### src/rtl/jvm_bytecode_sequencer_pkg.sv
// Shared types and constants for the JVM bytecode sequencer.
package jvm_bytecode_sequencer_pkg;

    typedef enum logic [1:0] {
        FETCH_OP   = 2'd0,
        FETCH_OPND = 2'd1,
        ITERATE    = 2'd2,
        HALT       = 2'd3
    } seq_state_e;

    localparam logic [7:0] WIDE_OPCODE = 8'hC4;

    localparam int unsigned DEF_PC_W      = 16;
    localparam int unsigned DEF_UADR_W    = 8;
    localparam int unsigned DEF_MAX_OPND  = 4;
    localparam int unsigned DEF_PARAM_LEN = 3;

endpackage

### src/rtl/jvm_bytecode_sequencer_opnd_collector.sv
// Operand shift register with a down-counter flagging the final operand byte.
module jvm_bytecode_sequencer_opnd_collector #(
    parameter int unsigned MAX_OPND = 4,
    parameter int unsigned CNT_W    = $clog2(MAX_OPND + 1)
) (
    input  logic                  clk_i,
    input  logic                  reset_i,
    input  logic                  clear_i,
    input  logic                  load_i,
    input  logic [CNT_W-1:0]      need_i,
    input  logic                  shift_en_i,
    input  logic [7:0]            byte_i,
    output logic [8*MAX_OPND-1:0] operands_o,
    output logic                  last_o
);

    logic [8*MAX_OPND-1:0] opnd_q, opnd_d;
    logic [CNT_W-1:0]      cnt_q, cnt_d;

    always_comb begin
        opnd_d = opnd_q;
        cnt_d  = cnt_q;
        if (clear_i) begin
            opnd_d = '0;
            cnt_d  = '0;
        end else if (load_i) begin
            opnd_d = '0;
            cnt_d  = need_i;
        end else if (shift_en_i) begin
            opnd_d = {opnd_q[8*MAX_OPND-9:0], byte_i};
            cnt_d  = cnt_q - CNT_W'(1);
        end
    end

    always_ff @(posedge clk_i) begin
        if (reset_i) begin
            opnd_q <= '0;
            cnt_q  <= '0;
        end else begin
            opnd_q <= opnd_d;
            cnt_q  <= cnt_d;
        end
    end

    assign operands_o = opnd_q;
    assign last_o     = shift_en_i && (cnt_q == CNT_W'(1));

endmodule

### src/rtl/jvm_bytecode_sequencer.sv
// Bytecode fetch, WIDE/operand assembly and microcode chain walk for one JVM instruction at a time.
module jvm_bytecode_sequencer
    import jvm_bytecode_sequencer_pkg::*;
#(
    parameter int unsigned PC_W      = DEF_PC_W,
    parameter int unsigned UADR_W    = DEF_UADR_W,
    parameter int unsigned MAX_OPND  = DEF_MAX_OPND,
    parameter int unsigned PARAM_LEN = DEF_PARAM_LEN
) (
    input  logic                  clk,
    input  logic                  reset,
    input  logic [7:0]            fetch_data,
    input  logic                  fetch_valid,
    output logic                  fetch_ready,
    output logic [PC_W-1:0]       pc,
    input  logic [PARAM_LEN-1:0]  opnd_count,
    input  logic                  opcode_legal,
    output logic [7:0]            jvm_opcode,
    output logic                  is_wide,
    output logic [8*MAX_OPND-1:0] operands,
    output logic [UADR_W-1:0]     uadr,
    output logic                  uadr_valid,
    input  logic [UADR_W-1:0]     next_uadr,
    input  logic                  exec_stall,
    input  logic                  redirect,
    input  logic [PC_W-1:0]       redirect_pc,
    output logic                  instr_done,
    output logic                  illegal,
    output logic [1:0]            state
);

    localparam int unsigned CNT_W = $clog2(MAX_OPND + 1);

    seq_state_e          state_q, state_d;
    logic [PC_W-1:0]     pc_q, pc_d;
    logic [7:0]          opcode_q, opcode_d;
    logic                wide_q, wide_d;
    logic [UADR_W-1:0]   uadr_q, uadr_d;

    logic                accept;
    logic                wide_byte;
    logic                op_take;
    logic                chain_end;
    logic                opnd_last;
    logic                need_over;
    logic [PARAM_LEN:0]  need_full;
    logic [CNT_W-1:0]    need;

    // need is widened one bit so doubling under WIDE never overflows before the limit check
    assign need_full = {1'b0, opnd_count} << wide_q;
    assign need_over = 32'(need_full) > MAX_OPND;
    assign need      = CNT_W'(need_full);

    assign accept    = fetch_valid && fetch_ready;
    assign wide_byte = (fetch_data == WIDE_OPCODE);
    assign op_take   = accept && (state_q == FETCH_OP) && !wide_byte
                       && opcode_legal && !need_over;
    assign chain_end = (state_q == ITERATE) && !exec_stall && (next_uadr == '0);

    always_ff @(posedge clk) begin
        if (reset) state_q <= FETCH_OP;
        else       state_q <= state_d;
    end

    always_comb begin
        state_d = state_q;
        case (state_q)
            FETCH_OP: begin
                if (accept) begin
                    if (wide_byte)                        state_d = wide_q ? HALT : FETCH_OP;
                    else if (!opcode_legal || need_over)  state_d = HALT;
                    else if (need == '0)                  state_d = ITERATE;
                    else                                  state_d = FETCH_OPND;
                end
            end
            FETCH_OPND: if (accept && opnd_last) state_d = ITERATE;
            ITERATE:    if (chain_end)           state_d = FETCH_OP;
            HALT:       state_d = HALT;
            default:    state_d = FETCH_OP;
        endcase
        if (redirect) state_d = FETCH_OP;
    end

    always_comb begin
        fetch_ready = 1'b0;
        uadr_valid  = 1'b0;
        instr_done  = 1'b0;
        illegal     = 1'b0;
        case (state_q)
            FETCH_OP, FETCH_OPND: fetch_ready = !redirect;
            ITERATE: begin
                uadr_valid = 1'b1;
                instr_done = !exec_stall && (next_uadr == '0);
            end
            HALT:    illegal = 1'b1;
            default: ;
        endcase
    end

    always_comb begin
        pc_d     = pc_q;
        opcode_d = opcode_q;
        wide_d   = wide_q;
        uadr_d   = uadr_q;
        if (accept) pc_d = pc_q + PC_W'(1);
        if (accept && (state_q == FETCH_OP) && wide_byte && !wide_q) wide_d = 1'b1;
        if (op_take) begin
            opcode_d = fetch_data;
            if (need == '0) uadr_d = UADR_W'(fetch_data);
        end
        if (accept && (state_q == FETCH_OPND) && opnd_last) uadr_d = UADR_W'(opcode_q);
        if ((state_q == ITERATE) && !exec_stall && (next_uadr != '0)) uadr_d = next_uadr;
        if (chain_end) wide_d = 1'b0;
        if (redirect) begin
            pc_d   = redirect_pc;
            wide_d = 1'b0;
        end
    end

    always_ff @(posedge clk) begin
        if (reset) begin
            pc_q     <= '0;
            opcode_q <= '0;
            wide_q   <= 1'b0;
            uadr_q   <= '0;
        end else begin
            pc_q     <= pc_d;
            opcode_q <= opcode_d;
            wide_q   <= wide_d;
            uadr_q   <= uadr_d;
        end
    end

    jvm_bytecode_sequencer_opnd_collector #(
        .MAX_OPND (MAX_OPND),
        .CNT_W    (CNT_W)
    ) u_opnd (
        .clk_i      (clk),
        .reset_i    (reset),
        .clear_i    (redirect),
        .load_i     (op_take),
        .need_i     (need),
        .shift_en_i (accept && (state_q == FETCH_OPND)),
        .byte_i     (fetch_data),
        .operands_o (operands),
        .last_o     (opnd_last)
    );

    assign pc         = pc_q;
    assign jvm_opcode = opcode_q;
    assign is_wide    = wide_q;
    assign uadr       = uadr_q;
    assign state      = state_q;

endmodule

### config.mk
export PLATFORM = sky130hd
export DESIGN_NAME = jvm_bytecode_sequencer
export DESIGN_NICKNAME = d
export VERILOG_FILES = /design/src/rtl/jvm_bytecode_sequencer_pkg.sv /design/src/rtl/jvm_bytecode_sequencer_opnd_collector.sv /design/src/rtl/jvm_bytecode_sequencer.sv
export SDC_FILE = /design/constraint.sdc
export NUM_CORES = 1
export LEC_CHECK = 0
export CELL_PAD_IN_SITES_DETAIL_PLACEMENT = 0
export CELL_PAD_IN_SITES_GLOBAL_PLACEMENT = 1
export CORE_MARGIN = 10
export CORE_UTILIZATION = 33
export CTS_CLUSTER_SIZE = 16
export DETAILED_ROUTE_END_ITERATION = 8
export GPL_TIMING_DRIVEN = 0
export PLACE_DENSITY = 0.81
export SETUP_SLACK_MARGIN = 0.3
export SLEW_MARGIN = 15
export SYNTH_ARGS = -nofsm -noshare
export SYNTH_HDL_FRONTEND = slang
export SYNTH_SLANG_ARGS = --single-unit
export TNS_END_PERCENT = 5
### constraint.sdc
create_clock -name clk -period 2.5 [get_ports clk]
set_input_delay 0.625 -clock clk [delete_from_list [all_inputs] [get_ports clk]]
set_output_delay 0.625 -clock clk [all_outputs]
set_load 0.02 [all_outputs]
==> qor.yml <==
run_status: "finished, final reports clean"
drt-vias-per-instance: 5.03
syn_area_mm2: 0.00341
drive_above_1_share: 0.119
setup-violations-final: 0
worstSetupPathType: "input pin to output port"
clk_latency_ps: 350
cts_buffer_depth: 2
hold_viol: 0
die_area_mm2: 0.0148
finalNetCount: 601
power_leakage_nw: 1.81
max_slew_margin: 0.583
gp_congestion: 0.815
cp.arrival_ps: 1650
power_density_mw_per_mm2: 520
reg2reg_slack_ps: 360
ys_seq_area_frac: 0.411
cp_max_fo: 2
wl_per_cell_um: 16.6
grt_pass1_vias: 3637
synth-main-ff-cell: "dfxtp_1"
end_kind: "output port"
ys.warnings.count: 0
holdBufCountCts: 0
die_w_um: 122
grt_max_degree: 14
cap_violations: 0
htreeDepth: 3
dp_hpwl_um: 8950
synthArstFlopShare: 0
die_h_um: 122
antenna_left: 0
grt_overflow_total: 0
slew_viol_final: 0
period_needed_ps: 2280
synth_cells: 425
synth-edff-count: 0
start_util: 0.335
numCtsBuffers: 9
wl_um: 11600
max-vdd-ir-drop_uv: 261
finalPower_w: 0.00266
fp-row-count: 37
critPathLaunchType: "input pin"
core_mm2: 0.0102
cts_num_sinks: 70
vias: 3508
fin_worst_skew_ps: 13.3
drtIter0Drc: 190
hold_path.class: "flop to flop"
diodes: 0
tritoncts: "done"
syn_area_per_cell_um2: 8.02
grt_pass1_wl_um: 18400
fmax_mhz: 439
synth_cell_type_count: 50
io_buffer_count: 110
cp.required_ps: 1880
root_buffer: "clkbuf_8"
tns_ps: 0
path_clk_slew_ps: 80
synth_nets: 469
rsz0062_at_grt: "true"
grt_antenna_before_repair: 0
grt_util_all_layers: 0.154
ys_ff_latch: 70
dr.pass1.iters: 4
drc: 0
finalCritPeriodShare: 0.912
tightest_slew_ps: 625
area_growth_pct: 50.0
boundaryPins: 112
[per-layer routing]
metal / GRT usage / vias up / share of wire
li1: - / 1757 / -
met1: 0.180 / 1634 / 0.44
met2: 0.259 / 104 / 0.47
met3: 0.0527 / 13 / 0.084
met4: 0.0514 / 0 / 0.011
met5: 0 / - / 0
[state kept, by name (all words and copies together) (netlist names)]
name	cells
is_wide	1
jvm_opcode	8
pc	16
state	2
u_opnd.cnt_q	3
u_opnd.operands_o	32
uadr	8
[area by class of cell]
type / count / area, um^2
plain buffers: 29 / 203
clock buffers: 9 / 124
clock inverters: 7 / 121
fillers: 983 / 5070
inverters: 7 / 26.3
multi-input cells: 319 / 1860
flip-flops and latches: 70 / 1410
well taps: 136 / 170
repair buffers: 121 / 1200
[critical path, cell delays in order]
cell,delay (ps)
clkdlybuf4s15_1,190
or3b_4,400
clkbuf_16,160
nor2_4,130
buf_6,130
[worst paths after layout]
check | startpoint | end | depth (start not counted)
min reg2reg | u_opnd.operands_o[29]$_SDFFE_PP0P_ | u_opnd.operands_o[29]$_SDFFE_PP0P_ | 2
max | exec_stall | instr_done | 5
min | u_opnd.operands_o[29]$_SDFFE_PP0P_ | u_opnd.operands_o[29]$_SDFFE_PP0P_ | 2
max reg2reg | state[1]$_SDFFE_PP0P_ | uadr[5]$_SDFFE_PP0P_ | 8
[through the flow]
| step | cells | util | hold WS, ps | setup WS (ps) | cell area [um^2] |
|---|---|---|---|---|---|
| CTS | 690 | 0.491 | 458 | 169 | 5000 |
| detailed placement | 671 | 0.462 | 446 | -849 | 4700 |
| finish | 698 | 0.502 | 453 | 220 | 5110 |
| global placement | 671 | 0.462 | 441 | -840 | 4700 |
| global route | 698 | 0.502 | 475 | 185 | 5110 |
| floorplan | 425 | - | 532 | 356 | 3430 |
[logic make-up after synthesis]
kind of cell / after synthesis / synth area share
simple gates: 186 / 0.268
flops: 70 / 0.411
xor+xnor: 15 / 0.0385
mux: 8 / 0.0242
fa+ha+maj: 3 / 0.0110
buf+inv: 36 / 0.0565
compound gates: 107 / 0.191
[synth_stat cells (7+ instances only)]
cell type	count	area, um^2
nand2_1	90	338
dfxtp_1	70	1400
a21oi_1	56	280
nor2_1	29	109
nand3_1	18	90.1
o21ai_0	18	90.1
clkbuf_1	17	63.8
a211oi_1	14	105
nand4_1	10	62.6
xnor2_1	8	70.1
a31oi_1	7	43.8
buf_6	7	78.8
xor2_1	7	61.3
[power by group]
group | leakage [nW] | switching, W | internal (W)
Sequential | 0.569 | 0.0000296 | 0.00114
Combinational | 1.11 | 0.000187 | 0.000168
Clock | 0.124 | 0.000467 | 0.000668
Total | 1.81 | 0.000683 | 0.00198
[cell usage in the layout (no fill, tap or decap), types with 12 or more instances in the layout]
cell and instances:
nand2_1 89, clkdlybuf4s50_1 90, clkbuf_1 12, nand3_1 18
a21oi_1 56, a211oi_1 14, o21ai_0 17, dfxtp_1 68
nor2_1 26
[repair_timing]
action / in CTS / in global routing
pin swaps: 5 / 7
buffers inserted: 3 / 7
resized for setup: 29 / 24
endpoints found under the hold margin: 0 / 0
setup endpoints to repair: 52 / 54
gates cloned: 0 / 1
(Power assumes the default switching activity.)
==> patch: new RTL, same settings <==
The package constant `DEF_PC_W` goes from 16 to 32.
--- a/src/rtl/jvm_bytecode_sequencer_pkg.sv
+++ b/src/rtl/jvm_bytecode_sequencer_pkg.sv
@@ -10,7 +10,7 @@
 
     localparam logic [7:0] WIDE_OPCODE = 8'hC4;
 
-    localparam int unsigned DEF_PC_W      = 16;
+    localparam int unsigned DEF_PC_W      = 32;
     localparam int unsigned DEF_UADR_W    = 8;
     localparam int unsigned DEF_MAX_OPND  = 4;
     localparam int unsigned DEF_PARAM_LEN = 3;
Ports: changed (resized pc and redirect_pc); port bits go from 112 to 144. The function was not compared with the original's and may differ.
==> patch against the unedited design <==
Cell area is 25% higher; count of clock-buffer cells in the layout is 4 higher; largest cell class unchanged; global-route usage is 1.1 points higher; first-iteration DRC count is 35% higher; via count is 21% higher; synthesized area is 24% higher; utilization is 0.80 points higher; sequential cell count is 16 higher; power is 25% higher; clock skew is 0.0066 ns lower; setup slack better by 0.064 ns; clock power is 22% higher; highest routed layer unchanged; sequential power is 26% higher; wire length is 29% higher.
==> patch: results (changes against the unedited design) <==
layout cells sized above 1=12.0% (+0.090 points); arrival time reported for the critical path endpoint=1.59 ns (-0.06 ns); register area share after synthesis=40.8% (-0.34 points); IR drop worst, VDD=0.279 mV (+7.1%); syn nets=552 (+18%); R2R setup slack=0.42 ns (+0.06 ns); Detail Placement HPWL=11400 µm (+27%); clock root buffer=sky130_fd_sc_hd__clkbuf_16; Yosys warnings=0 (unchanged); met2 usage=26.2% (+0.35 points); number of cells after detailed placement=805 (+20%); count of port buffers added during placement=141 (+28%); Synth area leaders=sky130_fd_sc_hd__dfxtp_1 41%, sky130_fd_sc_hd__nand2_1 7.7%, sky130_fd_sc_hd__a21oi_1 5.2%; Overall Global Routing Usage=16.5% (+1.1 points); met1 track demand over resource in global routing=19.2% (+1.2 points); leakage=2.35 nW (+30%); final standard cell count with taps included and fillers excluded=840 (+20%); setup slack of the critical path after layout=0.284 ns (+0.0639 ns); Synth top cells by count=87 x sky130_fd_sc_hd__nand2_1, 86 x sky130_fd_sc_hd__dfxtp_1, 44 x sky130_fd_sc_hd__a21oi_1, 44 x sky130_fd_sc_hd__nor2_1, 22 x sky130_fd_sc_hd__mux2i_1; switching power share of the total=25.5% (-0.16 points); Net count, final=721 (+20%); final worst clock skew=0.00670 ns (-0.00656 ns); via count of the first global-routing pass=4401 (+21%); met3 track demand over resource in global routing=7.18% (+1.9 points); remaining max-slew budget at the tightest pin=56.9% (-1.4 points); Synth Flop Type=sky130_fd_sc_hd__dfxtp_1; maximum number of pins on one net before global-route repair=14 (unchanged); Routability Congestion=0.869 (+6.5%); number of inserted filler cells in the final layout=1202 (+22%); register clock-pin slew on the reported worst setup and hold paths=0.06 ns (-0.02 ns); drt first pass iters=5 (+1); first-pass GRT wire length=23500 µm (+28%); vias per std cell=5.06 (+0.65%); 1st-iter DRT viols=256 (+35%); dpl ws=-0.978 ns (-0.129 ns); number of distinct library cell variants in the gate-level netlist after synthesis=58 (+16%); number of instances in the synthesized netlist=492 (+16%); final hold slack=0.453 ns (-0.000287 ns); number of antenna violations at the first check in global routing=2 (+2); later-pin clock latency in the skew report=0.33 ns (-0.02 ns); run status=complete, no violations; Total Routed Length=14900 µm (+29%)
## patch: through the flow
| step | area, µm² | power, mW | util, % |
|---|---|---|---|
| CTS | 6340 | 3.35 | 50.5 |
| floorplan | 4220 | 1.71 | - |
| detailed placement | 5850 | 1.96 | 46.6 |
| global placement | 5850 | 1.95 | 46.6 |
| global route | 6410 | 3.46 | 51.0 |
| finish | 6410 | 3.33 | 51.0 |
## patch: path summary, 6_finish.rpt
check,start,cells after the start,endpoint
max reg2reg,pc[2],5,pc[25]
min,u_opnd.operands_o[24],2,u_opnd.operands_o[24]
min reg2reg,u_opnd.operands_o[24],2,u_opnd.operands_o[24]
max,next_uadr[7],5,instr_done
## patch: layout make-up
class	count	area (µm²)	area share, %
multi-input combinational	373	2460	38.3
sequential	86	1720	26.9
timing repair buffer	158	1540	23.9
clock buffer	13	260	4.06
tap	172	215	3.36
buffer	28	155	2.42
clock inverter	3	42.5	0.663
inverter	5	18.8	0.293
antenna	2	5.00	0.0780
## patch: logic make-up (layout without fill, tap and decap cells)
logic type	after synthesis	count (layout)	share of synthesized area [%]
compound gates	89	89	13.6
xor+xnor	30	30	6.22
fa+ha+maj	3	3	0.889
buf+inv	33	207	3.29
flops	86	86	40.8
mux	33	33	8.23
other cells	0	2	0
simple gates	218	218	27.0
## patch: routing by layer
metal	wire, µm	vias up	share of wire [%]
met1	6360	2004	43
met5	0	-	0
met4	223	0	1.5
met2	6750	166	45
li1	-	2063	-
met3	1540	16	10
## patch: worst max-delay path: stages
cell and delay, ns:
sky130_fd_sc_hd__clkdlybuf4s15_1 0.23, sky130_fd_sc_hd__nor4_4 0.34, sky130_fd_sc_hd__nand2_2 0.14, sky130_fd_sc_hd__nor2_4 0.13
sky130_fd_sc_hd__buf_6 0.13
## patch: timing repair
action                                  4_1_cts  5_1_grt
setup buffers                                13        4
pin swaps                                    11        1
resized for setup                            58       11
endpoints found under the setup margin       73       54
## patch: power by group through the flow
stage	Clock (mW)	Sequential, mW	Combinational [mW]
2_1_floorplan	0	1.54	0.170
3_3_place_gp	0	1.49	0.460
3_5_place_dp	0	1.50	0.464
4_1_cts	1.41	1.47	0.479
5_1_grt	1.47	1.47	0.519
6_report	1.38	1.47	0.479
